===== src/rtl/imem_fetch.sv =====
// Instruction fetch unit: walks a bounded PC window, issues one-outstanding reads to
// instruction memory and buffers returned words in a 2-entry FIFO for the decoder.
module imem_fetch #(
  parameter logic [31:0] RESET_PC  = 32'h8002_0000,
  parameter int unsigned MEM_DEPTH = 1024
) (
  input  logic        clock,
  input  logic        reset_n,
  input  logic        redirect,
  input  logic [31:0] redirect_pc,
  output logic        mem_req,
  output logic [31:0] mem_addr,
  input  logic        mem_ack,
  input  logic [31:0] mem_rdata,
  output logic        inst_valid,
  output logic [31:0] inst,
  output logic [31:0] inst_pc,
  input  logic        inst_ready,
  output logic        fault
);

  localparam logic [31:0] LAST_PC = RESET_PC + 32'(MEM_DEPTH) - 32'd4;

  typedef enum logic [1:0] {IDLE, REQ, DRAIN, FAULT} state_t;

  state_t      state_reg, state_next;
  logic [31:0] fetch_pc_reg, fetch_pc_next;
  logic [1:0]  count_reg, count_next;
  logic [31:0] head_pc_reg, head_pc_next;
  logic [31:0] head_word_reg, head_word_next;
  logic [31:0] tail_pc_reg, tail_pc_next;
  logic [31:0] tail_word_reg, tail_word_next;
  logic        inst_valid_reg, inst_valid_next;
  logic        mem_req_reg, mem_req_next;
  logic [31:0] mem_addr_reg, mem_addr_next;
  logic        fault_reg, fault_next;

  logic        push;
  logic        pop;
  logic [31:0] pc_inc;
  logic [1:0]  occ_after_push;

  function automatic logic is_legal(input logic [31:0] addr);
    return (addr[1:0] == 2'b00) && (addr >= RESET_PC) && (addr <= LAST_PC);
  endfunction

  always_ff @(posedge clock or negedge reset_n) begin
    if (!reset_n) begin
      state_reg      <= IDLE;
      fetch_pc_reg   <= RESET_PC;
      count_reg      <= 2'd0;
      head_pc_reg    <= 32'd0;
      head_word_reg  <= 32'd0;
      tail_pc_reg    <= 32'd0;
      tail_word_reg  <= 32'd0;
      inst_valid_reg <= 1'b0;
      mem_req_reg    <= 1'b0;
      mem_addr_reg   <= 32'd0;
      fault_reg      <= 1'b0;
    end else begin
      state_reg      <= state_next;
      fetch_pc_reg   <= fetch_pc_next;
      count_reg      <= count_next;
      head_pc_reg    <= head_pc_next;
      head_word_reg  <= head_word_next;
      tail_pc_reg    <= tail_pc_next;
      tail_word_reg  <= tail_word_next;
      inst_valid_reg <= inst_valid_next;
      mem_req_reg    <= mem_req_next;
      mem_addr_reg   <= mem_addr_next;
      fault_reg      <= fault_next;
    end
  end

  always_comb begin
    state_next     = state_reg;
    fetch_pc_next  = fetch_pc_reg;
    count_next     = count_reg;
    head_pc_next   = head_pc_reg;
    head_word_next = head_word_reg;
    tail_pc_next   = tail_pc_reg;
    tail_word_next = tail_word_reg;
    mem_req_next   = mem_req_reg;
    mem_addr_next  = mem_addr_reg;
    fault_next     = fault_reg;
    push           = 1'b0;
    pop            = inst_valid_reg & inst_ready;
    pc_inc         = fetch_pc_reg + 32'd4;
    occ_after_push = count_reg + 2'd1 - {1'b0, pop};

    case (state_reg)
      IDLE: begin
        // A redirect empties the FIFO, so a legal target can be requested at once.
        if (redirect) begin
          fetch_pc_next = redirect_pc;
          if (is_legal(redirect_pc)) begin
            state_next    = REQ;
            mem_req_next  = 1'b1;
            mem_addr_next = redirect_pc;
          end else begin
            state_next = FAULT;
            fault_next = 1'b1;
          end
        end else if (!is_legal(fetch_pc_reg)) begin
          state_next = FAULT;
          fault_next = 1'b1;
        end else if (count_reg < 2'd2) begin
          state_next    = REQ;
          mem_req_next  = 1'b1;
          mem_addr_next = fetch_pc_reg;
        end
      end
      REQ: begin
        if (mem_ack) begin
          if (redirect) begin
            fetch_pc_next = redirect_pc;
            mem_req_next  = 1'b0;
            if (is_legal(redirect_pc)) begin
              state_next = IDLE;
            end else begin
              state_next = FAULT;
              fault_next = 1'b1;
            end
          end else begin
            push          = 1'b1;
            fetch_pc_next = pc_inc;
            if (!is_legal(pc_inc)) begin
              state_next   = FAULT;
              fault_next   = 1'b1;
              mem_req_next = 1'b0;
            end else if (occ_after_push < 2'd2) begin
              mem_addr_next = pc_inc;
            end else begin
              state_next   = IDLE;
              mem_req_next = 1'b0;
            end
          end
        end else if (redirect) begin
          fetch_pc_next = redirect_pc;
          state_next    = DRAIN;
        end
      end
      DRAIN: begin
        // The old request must complete on the bus; its data is dropped.
        if (redirect) begin
          fetch_pc_next = redirect_pc;
        end
        if (mem_ack) begin
          state_next   = IDLE;
          mem_req_next = 1'b0;
        end
      end
      FAULT: begin
        if (redirect) begin
          fetch_pc_next = redirect_pc;
          if (is_legal(redirect_pc)) begin
            state_next = IDLE;
            fault_next = 1'b0;
          end
        end
      end
      default: begin
        state_next = IDLE;
      end
    endcase

    if (redirect) begin
      count_next = 2'd0;
    end else begin
      count_next = count_reg + {1'b0, push} - {1'b0, pop};
      if (pop && (count_reg == 2'd2)) begin
        head_pc_next   = tail_pc_reg;
        head_word_next = tail_word_reg;
      end
      if (push) begin
        if ((count_reg == 2'd0) || ((count_reg == 2'd1) && pop)) begin
          head_pc_next   = fetch_pc_reg;
          head_word_next = mem_rdata;
        end else begin
          tail_pc_next   = fetch_pc_reg;
          tail_word_next = mem_rdata;
        end
      end
    end

    inst_valid_next = (count_next != 2'd0);
  end

  assign mem_req    = mem_req_reg;
  assign mem_addr   = mem_addr_reg;
  assign inst_valid = inst_valid_reg;
  assign inst       = head_word_reg;
  assign inst_pc    = head_pc_reg;
  assign fault      = fault_reg;

endmodule

===== config.mk =====
export PLATFORM = sky130hd
export DESIGN_NAME = imem_fetch
export DESIGN_NICKNAME = d
export VERILOG_FILES = /design/src/rtl/imem_fetch.sv
export SDC_FILE = /design/constraint.sdc
export NUM_CORES = 1
export LEC_CHECK = 0
export CORE_ASPECT_RATIO = 0.5
export CORE_MARGIN = 5
export CORE_UTILIZATION = 30
export DETAILED_ROUTE_END_ITERATION = 12
export PLACE_DENSITY = 0.54
export SETUP_SLACK_MARGIN = 0.1
export SLEW_MARGIN = 20
export SYNTH_ARGS = -nofsm -noshare
export SYNTH_HDL_FRONTEND = slang
export SYNTH_SLANG_ARGS = --single-unit
export TNS_END_PERCENT = 100

===== constraint.sdc =====
create_clock -name clock -period 5.26 [get_ports clock]
set_input_delay 0.789 -clock clock [delete_from_list [all_inputs] [get_ports clock]]
set_output_delay 0.789 -clock clock [all_outputs]
set_load 0.05 [all_outputs]

# Word level (Yosys, flattened, before mapping)

Index checks and enable logic that the tools add are counted.
W data, S select, Z words.

Register bits after elaboration: 199
Bits in latches: 0
RAM bits: 0
Memory bits (read-only): 0
Input bits: 69
Memories kept: 0

$add $sub $neg: 5
Multiply operators: 0
Div/mod/pow operators: 0
Order comparisons: 8
Equality and inequality tests: 20
Shifts and indexed selects: 0
Mux-type cells: 56
Bitwise gates (word level): 3
Reductions and logical operators: 24

Operators by type and width:

| cell                    | number |
|---|---|
| $mux W32                | 17 |
| $pmux W32 S2            | 2 |
| $ge A32 B32 Y1 const B  | 3 |
| $le A32 B32 Y1 const B  | 3 |
| $add A32 B3 Y32 const B | 1 |
| $mux W2                 | 14 |
| $mux W1                 | 20 |
| $ne A3 B3 Y1 const B    | 6 |
| $ne A2 B2 Y1 const B    | 7 |
| $reduce_and A6 Y1       | 2 |
| $logic_not A2 Y1        | 5 |
| $logic_and A1 B1 Y1     | 8 |
| $ne A4 B4 Y1 const B    | 2 |
| $pmux W2 S4             | 1 |
| $reduce_and A8 Y1       | 1 |
| $reduce_and A7 Y1       | 1 |
| $eq A2 B2 Y1 const B    | 3 |
| $pmux W1 S3             | 2 |
| $reduce_bool A3 Y1      | 2 |
| $eq A2 B1 Y1 const B    | 2 |
| $lt A2 B2 Y1 const B    | 2 |
| $reduce_bool A2 Y1      | 2 |
| $sub A2 B1 Y2           | 2 |
| $reduce_and A3 Y1       | 1 |
| other kinds (6)         | 7 |

# Longest topological paths before layout

Depth after elaboration: 8
Gate-level depth with buffers: 11
Gate-level depth less buffers: 11

# Least setup slack after synthesis

Ideal clock, no wire load.

Path type: register to register
From: reg fetch_pc_reg[2]
To: reg mem_addr_reg[4] (netlist: mem_addr[4])
Library setup time: 125 ps
Arrival time: 2667 ps
Required time: 5135 ps
Path slack: 2468 ps
Cell stages (with the launch flop): 12
Period minus slack after synthesis: 2792 ps
Cell sequence: dfrtp_1 > ha_1 > nand4_2 > nor4_2 > buf_2 > nand4_1 > a21oi_1 > o211ai_1 > nor4_4 > o21ba_4 > buf_8 > mux2_4

Cells in the longest elaborated chain, start to end: 6
Elaborated cells on any way between the ends: 17
Classes of those cells: add/sub: 1; order compare: 4; eq/ne: 2; mux: 5; reduce/logical: 5

Ends and longest elaborated chain:

| item                                                        | line    | RTL |
|---|---|---|
| start: declaration                                          | 27      | `logic [31:0] fetch_pc_reg, fetch_pc_next;` |
| start signal: assignment                                    | 62      | `fetch_pc_reg <= fetch_pc_next;` |
| $add A32 B3 Y32                                             | 88      | `pc_inc = fetch_pc_reg + 32'd4;` |
| $ge A32 B32 Y1 or $mux W32 (tied branches)                  | 44, 131 |  |
| $logic_and A1 B1 Y1 or $mux W32 (tied branches)             | 44, 127 |  |
| $logic_and A1 B1 Y1 or $mux W32 (tied branches)             | 44, 115 |  |
| $ne A2 B2 Y1 (no line) or $mux W32 (tied branches)          | -       |  |
| $reduce_and A8 Y1 (no line) or $pmux W32 S2 (tied branches) | -       |  |
| end signal: assignment                                      | 70      | `mem_addr_reg <= mem_addr_next;` |
| end: declaration                                            | 35      | `logic [31:0] mem_addr_reg, mem_addr_next;` |

Parallel ways exist; a longest one is shown, timed or not. The select of a mux whose other input is x is not followed.
A chain may end at the register's enable or synchronous reset.

# Worst setup path in the final report

From: reg fetch_pc_reg[2]
To: reg mem_addr_reg[2] (netlist: mem_addr[2])

The elaborated chain is that of the path after synthesis.

==> results.md <==
- Row generation in the floorplan step produced 46 rows.
- On the final layout, the worst clock skew is 11.2 ps.
- The number of gates resized after CTS was 0.
- The endpoint kind of the worst setup timing path is a flop.
- The die is 136 µm tall.
- Compared with the post-synthesis result, the final layout area differs by 26.7%.
- The number of failing hold endpoints at the final stage is 0.
- The first global-routing pass estimated 42000 µm of wire.
- For this run, the post-layout net count is 1035.
- Dividing the detail-routed wire length by the instance count gives 19.1 µm.
- The total number of yosys warnings is 0.
- The count of nets left with antenna violations once routing finished came out at 0.
- The arrival time of data at the critical path endpoint is 4030 ps.
- Counting the fill cells in the layout gives 3058.
- The initial core utilization is 0.303.
- The via count is 7097.
- For this run, the top clock speed supported by timing is 271 MHz.
- After clock tree synthesis, the flow added hold-fix buffers numbering 0.
- The run finished with clean final reports.
- The count of cells along the worst register-to-register path is 9.
- The last weighted congestion value of the routability-driven placer is 0.883.
- The endpoint of the most critical register-to-register path is mem_addr[2].
- The register bit count reported by yosys is 199.
- TritonCTS built the clock tree.
- The post-route minimum period is 3690 ps.
- The worst register-to-register path begins at fetch_pc_reg[2].
- For this run the aggregate overflow at the end of global routing stands at 0.
- Post-CTS timing repair inserted 0 buffers for setup.
- The post-layout instance count excluding filler cells is 1402.
- The first detailed-routing pass took 4 iterations.
- The count of flip-flops with a built-in enable after synthesis is 0.
- For the worst-skew pair, the clock arrives at the later sink with an insertion delay of 450 ps.
- The category of the critical setup timing path is flop to flop.
- The floorplan die width is 263 µm.
- After synthesis the cells add up to 0.00958 mm².
- Once placement completed, the tool counted placed cells totaling 1370.
- The part of the cycle the worst path needs is 0.701.
- The count of input and output buffers is 167.
- Of the cells placed in the final design, the portion with a size suffix greater than 1 is 0.142.
- In the global route stage, overall resource usage came out at 0.148.
- The overall die area is 0.0358 mm².
- At the pin with the least slew margin, the transition time is 1020 ps.
- Synthesis produced 844 cells.
- After detailed routing, the number of remaining DRC violations is 0.
- After synthesis, the mean cell area works out to 11.3 µm².
- For this run, the leading register cell type out of synthesis is dfrtp_1.
- Headroom to the max-slew limit came out at 0.320.
- The library cell used as clock root buffer is clkbuf_16.
- The number of top-level pins is 168.
- The via count of the first global-routing pass is 7289.
- The maximum level of the CTS H-tree is 4.
- The initial antenna violation count is 0.
- The number of vias per cell is 5.06.
- The overall routed net length is 26800 µm.
- The core outline area is 0.0316 mm².
- Setup violations remaining at the end of the flow were counted as 0.
- In this run the worst path has a maximum fanout of 32.
- The number of sinks driven by the clock tree is 199.
- The data required time of the critical path is 5600 ps.
- The slack of the worst reg-to-reg path is 1570 ps.
- 0 antenna diodes ended up in the layout.
- The share of the yosys chip area belonging to registers is 0.520.
- Entering global routing, the biggest net connects 102 pins.
- The first routing iteration left 456 violations.
- Power spread over the standard cell area amounts to 543 mW/mm².
- Setup repair after global routing left no endpoint under its margin.
- In this run the static leakage power is 4.77 nW.
- Synthesis produced a netlist with a net count of 922.
- The wire-length estimate of the detail-placed layout is 17900 µm.
- The max-slew violation count was 0.
- Max-cap violations in this run came to 0.
- The number of buffers on the longest clock path is 2.
- Synthesis instantiated 62 different standard cells from the library.
- The startpoint class of the critical path is a flop.
- In the final timing run, aggregate negative setup slack is 0 ps.
- In the synthesized netlist the async set-or-reset flop fraction comes to 1.00.
- The worst hold path belongs to the class primary input to asynchronous set/reset pin.
- The peak supply drop is 0.000233 V.
- The number of buffers inserted during clock tree synthesis is 17.
- The clock transition at the registers of the reported paths is 80 ps.
[critical path: stages, from the launching register on]
cell and delay [ps]:
dfrtp_1 480, ha_1 290, nand4_2 210, nor4_2 770, nand4_1 170, a21oi_1 230, o211ai_1 180, nor4_4 340
o21ba_4 500, mux2_2 390
[synthesized netlist by cell type, types with 3 or more instances]
library cell	n	area, µm²
xnor2_1	25	219
nor4_1	12	75.1
nand3_1	26	130
o21ai_0	39	195
xor2_1	15	131
nor2b_1	27	169
o211ai_1	3	22.5
and4_1	4	35.0
nor2_1	35	131
mux2_4	6	90.1
clkbuf_1	54	203
a21oi_1	10	50.1
buf_1	9	33.8
nand4_1	13	81.3
dfrtp_1	197	4930
or2_1	3	18.8
nand2_1	54	203
inv_1	14	52.6
nor4b_1	4	35.0
ha_1	9	113
buf_4	3	22.5
or3_1	3	18.8
mux2i_1	6	60.1
o22a_1	128	1120
mux2_2	66	743
a211o_1	4	35.0
buf_2	12	60.1
nor3_1	10	50.1
and3_1	4	25.0
or2_2	4	25.0
[final cells by class]
| class | count | area, µm² | area share |
|---|---|---|---|
| sequential | 199 | 4980 | 0.411 |
| multi-input combinational | 552 | 4230 | 0.349 |
| timing repair buffer | 173 | 1730 | 0.143 |
| tap | 432 | 541 | 0.0446 |
| clock buffer | 19 | 453 | 0.0373 |
| clock inverter | 13 | 141 | 0.0117 |
| inverter | 14 | 52.6 | 0.00433 |
[where the power goes]
group	total (mW)	switching (mW)	internal, mW
clock	1.35	0.624	0.731
sequential	2.41	0.358	2.06
combinational	2.82	1.67	1.14
[worst max path at each step]
stage                     from          end  slack, ps  depth (start not counted)
2_1_floorplan  fetch_pc_reg[2]  mem_addr[4]       2470                         11
3_3_place_gp    redirect_pc[0]  mem_addr[3]       1360                          8
3_5_place_dp   redirect_pc[11]  mem_addr[2]       1300                          8
4_1_cts        fetch_pc_reg[2]  mem_addr[3]       1590                          9
5_1_grt        fetch_pc_reg[2]  mem_addr[2]       1360                          9
6_report       fetch_pc_reg[2]  mem_addr[2]       1570                          9
[per-layer routing]
metal  wire, µm  vias to the layer above  track usage
met5          0                        -            0
met4        546                        0       0.0441
met3        672                       32       0.0262
met2      13400                      111        0.253
met1      12100                     3644        0.194
li1           -                     3310            -
[layout by cell type (no fill, tap or decap), types with 14 or more instances in the layout]
master and n:
nor2b_1 27, nand3_1 26, xnor2_1 25, nand2_1 53
nor2_1 35, inv_1 14, mux2_2 66, clkdlybuf4s50_1 165
dfrtp_1 197, xor2_1 15, o22a_1 128, clkbuf_16 17
o21ai_0 39
[per-stage QoR]
stage               setup slack (ps)  power, mW   util  hold slack (ps)  cell area, µm²
global route                    1360       6.91  0.384              492           12100
detailed placement              1300       5.28  0.365              458           11500
finish                          1570       6.58  0.384              434           12100
CTS                             1590       6.66  0.384              461           12100
floorplan                       2470       4.32      -              450            9580
global placement                1360       5.23  0.365              454           11500
[logic make-up after synthesis]
family,Yosys count,synth area share
AOI/OAI and AO/OA,204,0.166
adders and majority gates,9,0.0118
muxes,78,0.0933
xor gates and xnor gates,40,0.0366
DFF,199,0.520
and+or+nand+nor,221,0.132
buffers and inverters,93,0.0404
No activity file was read; power rests on OpenSTA's default activity.
==> variant 1 (config.mk and constraints unchanged) <==
Make the reset (`reset_n`) synchronous in one clocked block.
--- a/src/rtl/imem_fetch.sv
+++ b/src/rtl/imem_fetch.sv
@@ -45,5 +45,5 @@
   endfunction
 
-  always_ff @(posedge clock or negedge reset_n) begin
+  always_ff @(posedge clock) begin
     if (!reset_n) begin
       state_reg      <= IDLE;
Check against the original RTL: differs if reset_n is asserted again (counterexample within 4 cycles, from zero or initial values and one cycle with reset_n low); with reset_n held inactive, the same outputs for 4 cycles.
==> variant 1 against the original RTL <==
  * Area after synthesis decreased by 7.9%
  * Sequential share of layout area decreased by 5.7 points
  * Cell count increased by 13%
  * Setup slack got worse by 0.026 ns
  * Design area decreased by 7.1%
  * Register-to-register slack improved by 0.19 ns
  * Routed wire length increased by 5.5%
  * Sequential cell count unchanged
Power is not compared: it rests on default switching activity, and its combinational part moved more than twofold at a synthesized area within 25%.
==> variant 1: results (changes against the original RTL) <==
status = completed
top cells by count, synth = dfxtp_1, nand2_1, a21oi_1
clock latency on the worst-skew pair = 0.45 ns (about the same)
Setup crit end = mem_addr[2]$_SDFFE_PN0P_
Worst R2R Start = fetch_pc_reg[3]$_SDFF_PN0_
Syn Nets = 1,158 (+26%)
first-pass iteration count of the detailed router = 6 (+2)
cell area after placement = 10,700 µm² (-7.6%)
WHS = 0.457 ns (+0.0233 ns)
DR WL met3 = 1320 µm (+96%)
Worst R2R End = state_reg[1]$_SDFFE_PN0P_
r2r worst-path depth = 9 (unchanged)
Final nets = 1,254 (+21%)
Internal = 0.00262 W
wire per inst = 17.9 µm (-6.4%)
vias in the first global route = 7,964 (+9.3%)
GPL Wtd Cong = 0.863 (-2.2%)
Seq/Total Area, Yosys = 0.452 (-0.0686)
r2r setup slk = 1.76 ns (+0.19 ns)
worst-path fanout max = 6 (-81%)
Avg Cell Area, Syn = 8.17 µm² (-28%)
Final Skew = 0.0126 ns (+0.00139 ns)
Post-DRT Antenna Nets = 0 (unchanged)
Post-synth top flop = dfxtp_1
GRT met3 Usage = 0.0346 (+0.00834)
met2 Track Usage GR = 0.263 (+0.00943)
top cells by area, synth = dfxtp_1, a21oi_1, nand2_1, o22ai_1, o21ai_0
overall power = 0.00388 W
all-layer global routing usage = 0.165 (+0.0171)
Post-Route WL = 28,300 µm (+5.5%)
CP arrival = 4.10 ns (+0.07 ns)
share of layout cells above drive strength 1 = 0.0555 (-0.0868)
largest net degree at the start of global routing = 113 (+11%)
first-pass GRT wire length = 44,400 µm (+5.7%)
Iteration-0 DRC Markers = 524 (+15%)
Worst Max-Slew Pin Slew = 1.16 ns (+0.141 ns)
pre-CTS setup slack = 1.12 ns (-0.181 ns)
CP max stage delay = 0.95 ns (+0.18 ns)
Post-Place Cells = 1,548 (+13%)
HP Start = tail_word_reg[6]$_SDFFE_PN0P_
Async S/R FF share, synth = 0 (-1.00)
Fmax = 269 MHz (-0.71%)
wl on met1 = 13,100 µm (+7.5%)
min-delay worst type = reg -> reg
slowest CP cell = nor4_1
crit path launch = redirect_pc[28]
dpl hpwl = 18,400 µm (+2.7%)
DR vias = 8,297 (+17%)
M1 GR Usage = 0.220 (+0.0263)
Met2 Wirelength = 13,100 µm (-2.4%)
variant 1: cell types whose count changed in the layout (fill, tap and decap cells not counted), sizes merged, moves of 14 or more:
cell / delta
dfxtp: +199
dfrtp: -197
a21oi: +138
o22a: -124
nand2: +116
mux2: -72
o22ai: +63
o21ai: +38
and3: +26
nor2b: -25
a211oi: +14
nand3: -14
variant 1: cells by family (layout without fill, tap and decap cells):
group,after synthesis,after routing,share of synthesized area
AND/OR/NAND/NOR,358,358,0.201
AO/OA/AOI/OAI,350,350,0.230
flip-flops,199,199,0.452
buffers and inverters,116,225,0.0546
XOR/XNOR,31,31,0.0308
multiplexers,17,17,0.0193
adder cells (fa/ha/maj),9,9,0.0128
variant 1: layout make-up:
class | instances | area [µm²]
inverters | 16 | 61.3
flip-flops and latches | 199 | 3980
clock inverters | 13 | 166
repair buffers | 177 | 1740
clock buffers | 19 | 443
well taps | 391 | 489
fillers | 2914 | 17700
multi-input cells | 765 | 4380
==> variant 2 (same flow settings) <==
Without the edit above. `MEM_DEPTH`: 1024 -> 512.
--- a/src/rtl/imem_fetch.sv
+++ b/src/rtl/imem_fetch.sv
@@ -3,5 +3,5 @@
 module imem_fetch #(
   parameter logic [31:0] RESET_PC  = 32'h8002_0000,
-  parameter int unsigned MEM_DEPTH = 1024
+  parameter int unsigned MEM_DEPTH = 512
 ) (
   input  logic        clock,
Function: changed (a bounded check fails within 4 cycles, from zero or initial values and one cycle with reset_n low).
==> variant 2 against the original RTL <==
  * Combinational power down 6%
  * Total power fell by 4.4%
  * Cell count rose by 3.7%
  * Via count is 2.1% higher
  * Clock skew decreased by 0.00057 ns
  * Routed wire length shrank 3.1%
  * Area after synthesis down 1.8%
  * Design area shrank 1.3%
  * Fmax decreased by 1.4%
  * Setup slack worse by 0.051 ns
  * Sequential cell count unchanged
  * Critical path type unchanged
  * Critical endpoint is now mem_addr[3]$_DFFE_PN0P_
==> variant 2: results (changes against the original RTL) <==
status = completed
largest net degree at the start of global routing = 102 (unchanged)
GPL Wtd Cong = 0.854 (-3.3%)
Worst R2R End = mem_addr[3]$_DFFE_PN0P_
Final nets = 1,097 (+6.0%)
switch share = 0.412 (+0.00866)
r2r worst-path depth = 10 (+1)
Met2 Wirelength = 13,100 µm (-2.2%)
all-layer global routing usage = 0.150 (+0.00245)
slew margin rel. = 0.330 (+0.0105)
share of layout cells above drive strength 1 = 0.127 (-0.0152)
Clock Path Buffers = 2 (unchanged)
Final Skew = 0.0106 ns (-0.000573 ns)
Syn Inst Count = 899 (+6.5%)
clock root buffer = clkbuf_16
CP max stage delay = 0.62 ns (-0.15 ns)
Iteration-0 DRC Markers = 538 (+18%)
CTS Buf Count = 17 (unchanged)
Avg Vias per Cell = 4.99 (-1.5%)
min-delay worst type = in -> async
top sig layer = met4
leakage dissipation = 4.91 nW (+3.0%)
vias in the first global route = 7,577 (+4.0%)
first-pass iteration count of the detailed router = 5 (+1)
CTS H-tree lvls = 4 (unchanged)
Max VDD drop = 0.000211 V (-9.8%)
wl on met1 = 11,800 µm (-2.9%)
worst-path fanout max = 21 (-34%)
synth warn = 0 (unchanged)
DR vias = 7,249 (+2.1%)
dpl hpwl = 17,900 µm (+0.11%)
slowest CP cell = o21ai_2
DR WL met3 = 747 µm (+11%)
PostCTS Resize Cnt = 0 (unchanged)
Distinct cells, synth = 57 (-8.1%)
clock latency on the worst-skew pair = 0.45 ns (about the same)
Syn Nets = 978 (+6.1%)
Post-Route WL = 26,000 µm (-3.1%)
CP arrival = 4.07 ns (+0.04 ns)
r2r setup slk = 1.52 ns (-0.05 ns)
first-pass GRT wire length = 42,300 µm (+0.72%)
crit path launch = fetch_pc_reg[3]$_DFF_PN0_
top cells by area, synth = dfrtp_1, mux2_2, o22ai_1, nor2_1, a21oi_1
IO buf count = 167 (unchanged)
post-CTS setup buffer count = 0 (unchanged)
cell area after placement = 11,400 µm² (-1.3%)
Seq/Total Area, Yosys = 0.530 (+0.00941)
Post-Place Cells = 1,422 (+3.8%)
top cells by count, synth = dfrtp_1, nor2_1, mux2_2
[variant 2: layout make-up]
cell class,count,area [µm²]
Tap cell,423,529
Clock buffer,19,443
Fill cell,3055,18700
Clock inverter,13,145
Sequential cell,199,4980
Timing Repair Buffer,174,1750
Multi-Input combinational cell,612,4070
Inverter,14,52.6
[variant 2: per-layer routing]
layer,global-route usage,vias up
met5,0,-
met4,0.0355,0
met3,0.0309,18
met2,0.257,107
met1,0.197,3681
li1,-,3443
[variant 2: kinds of logic after synthesis]
kind of cell | count (synthesis) | synth area share
flops | 199 | 0.530
compound gates | 205 | 0.134
simple gates | 280 | 0.153
mux | 78 | 0.0937
xor+xnor | 39 | 0.0363
fa+ha+maj | 10 | 0.0133
buf+inv | 88 | 0.0399
[variant 2: per-stage QoR]
stage          power [W]  hold WS [ns]   util  worst slack [ns]
2_1_floorplan    0.00408         0.450      -              2.42
3_3_place_gp     0.00497         0.457  0.372              1.64
3_5_place_dp     0.00502         0.455  0.372              1.54
4_1_cts          0.00638         0.450  0.391              1.52
5_1_grt          0.00665         0.486  0.391              1.20
6_report         0.00629         0.430  0.391              1.52
[variant 2: critical path, delay by kind of cell, from the launching register on]
family                   cells  cell delay (ns)
multiplexers                 1             0.35
adder cells (fa/ha/maj)      1             0.43
AO/OA/AOI/OAI                2             0.70
AND/OR/NAND/NOR              5             1.30
buffers and inverters        1             0.34
flip-flops                   1             0.52
[variant 2: power by group through the flow]
stage	sequential, W	clock [W]	combinational [W]
detailed placement	0.00235	0	0.00266
CTS	0.00233	0.00138	0.00267
global placement	0.00234	0	0.00263
global route	0.00239	0.00144	0.00282
floorplan	0.00317	0	0.000901
finish	0.00233	0.00133	0.00264
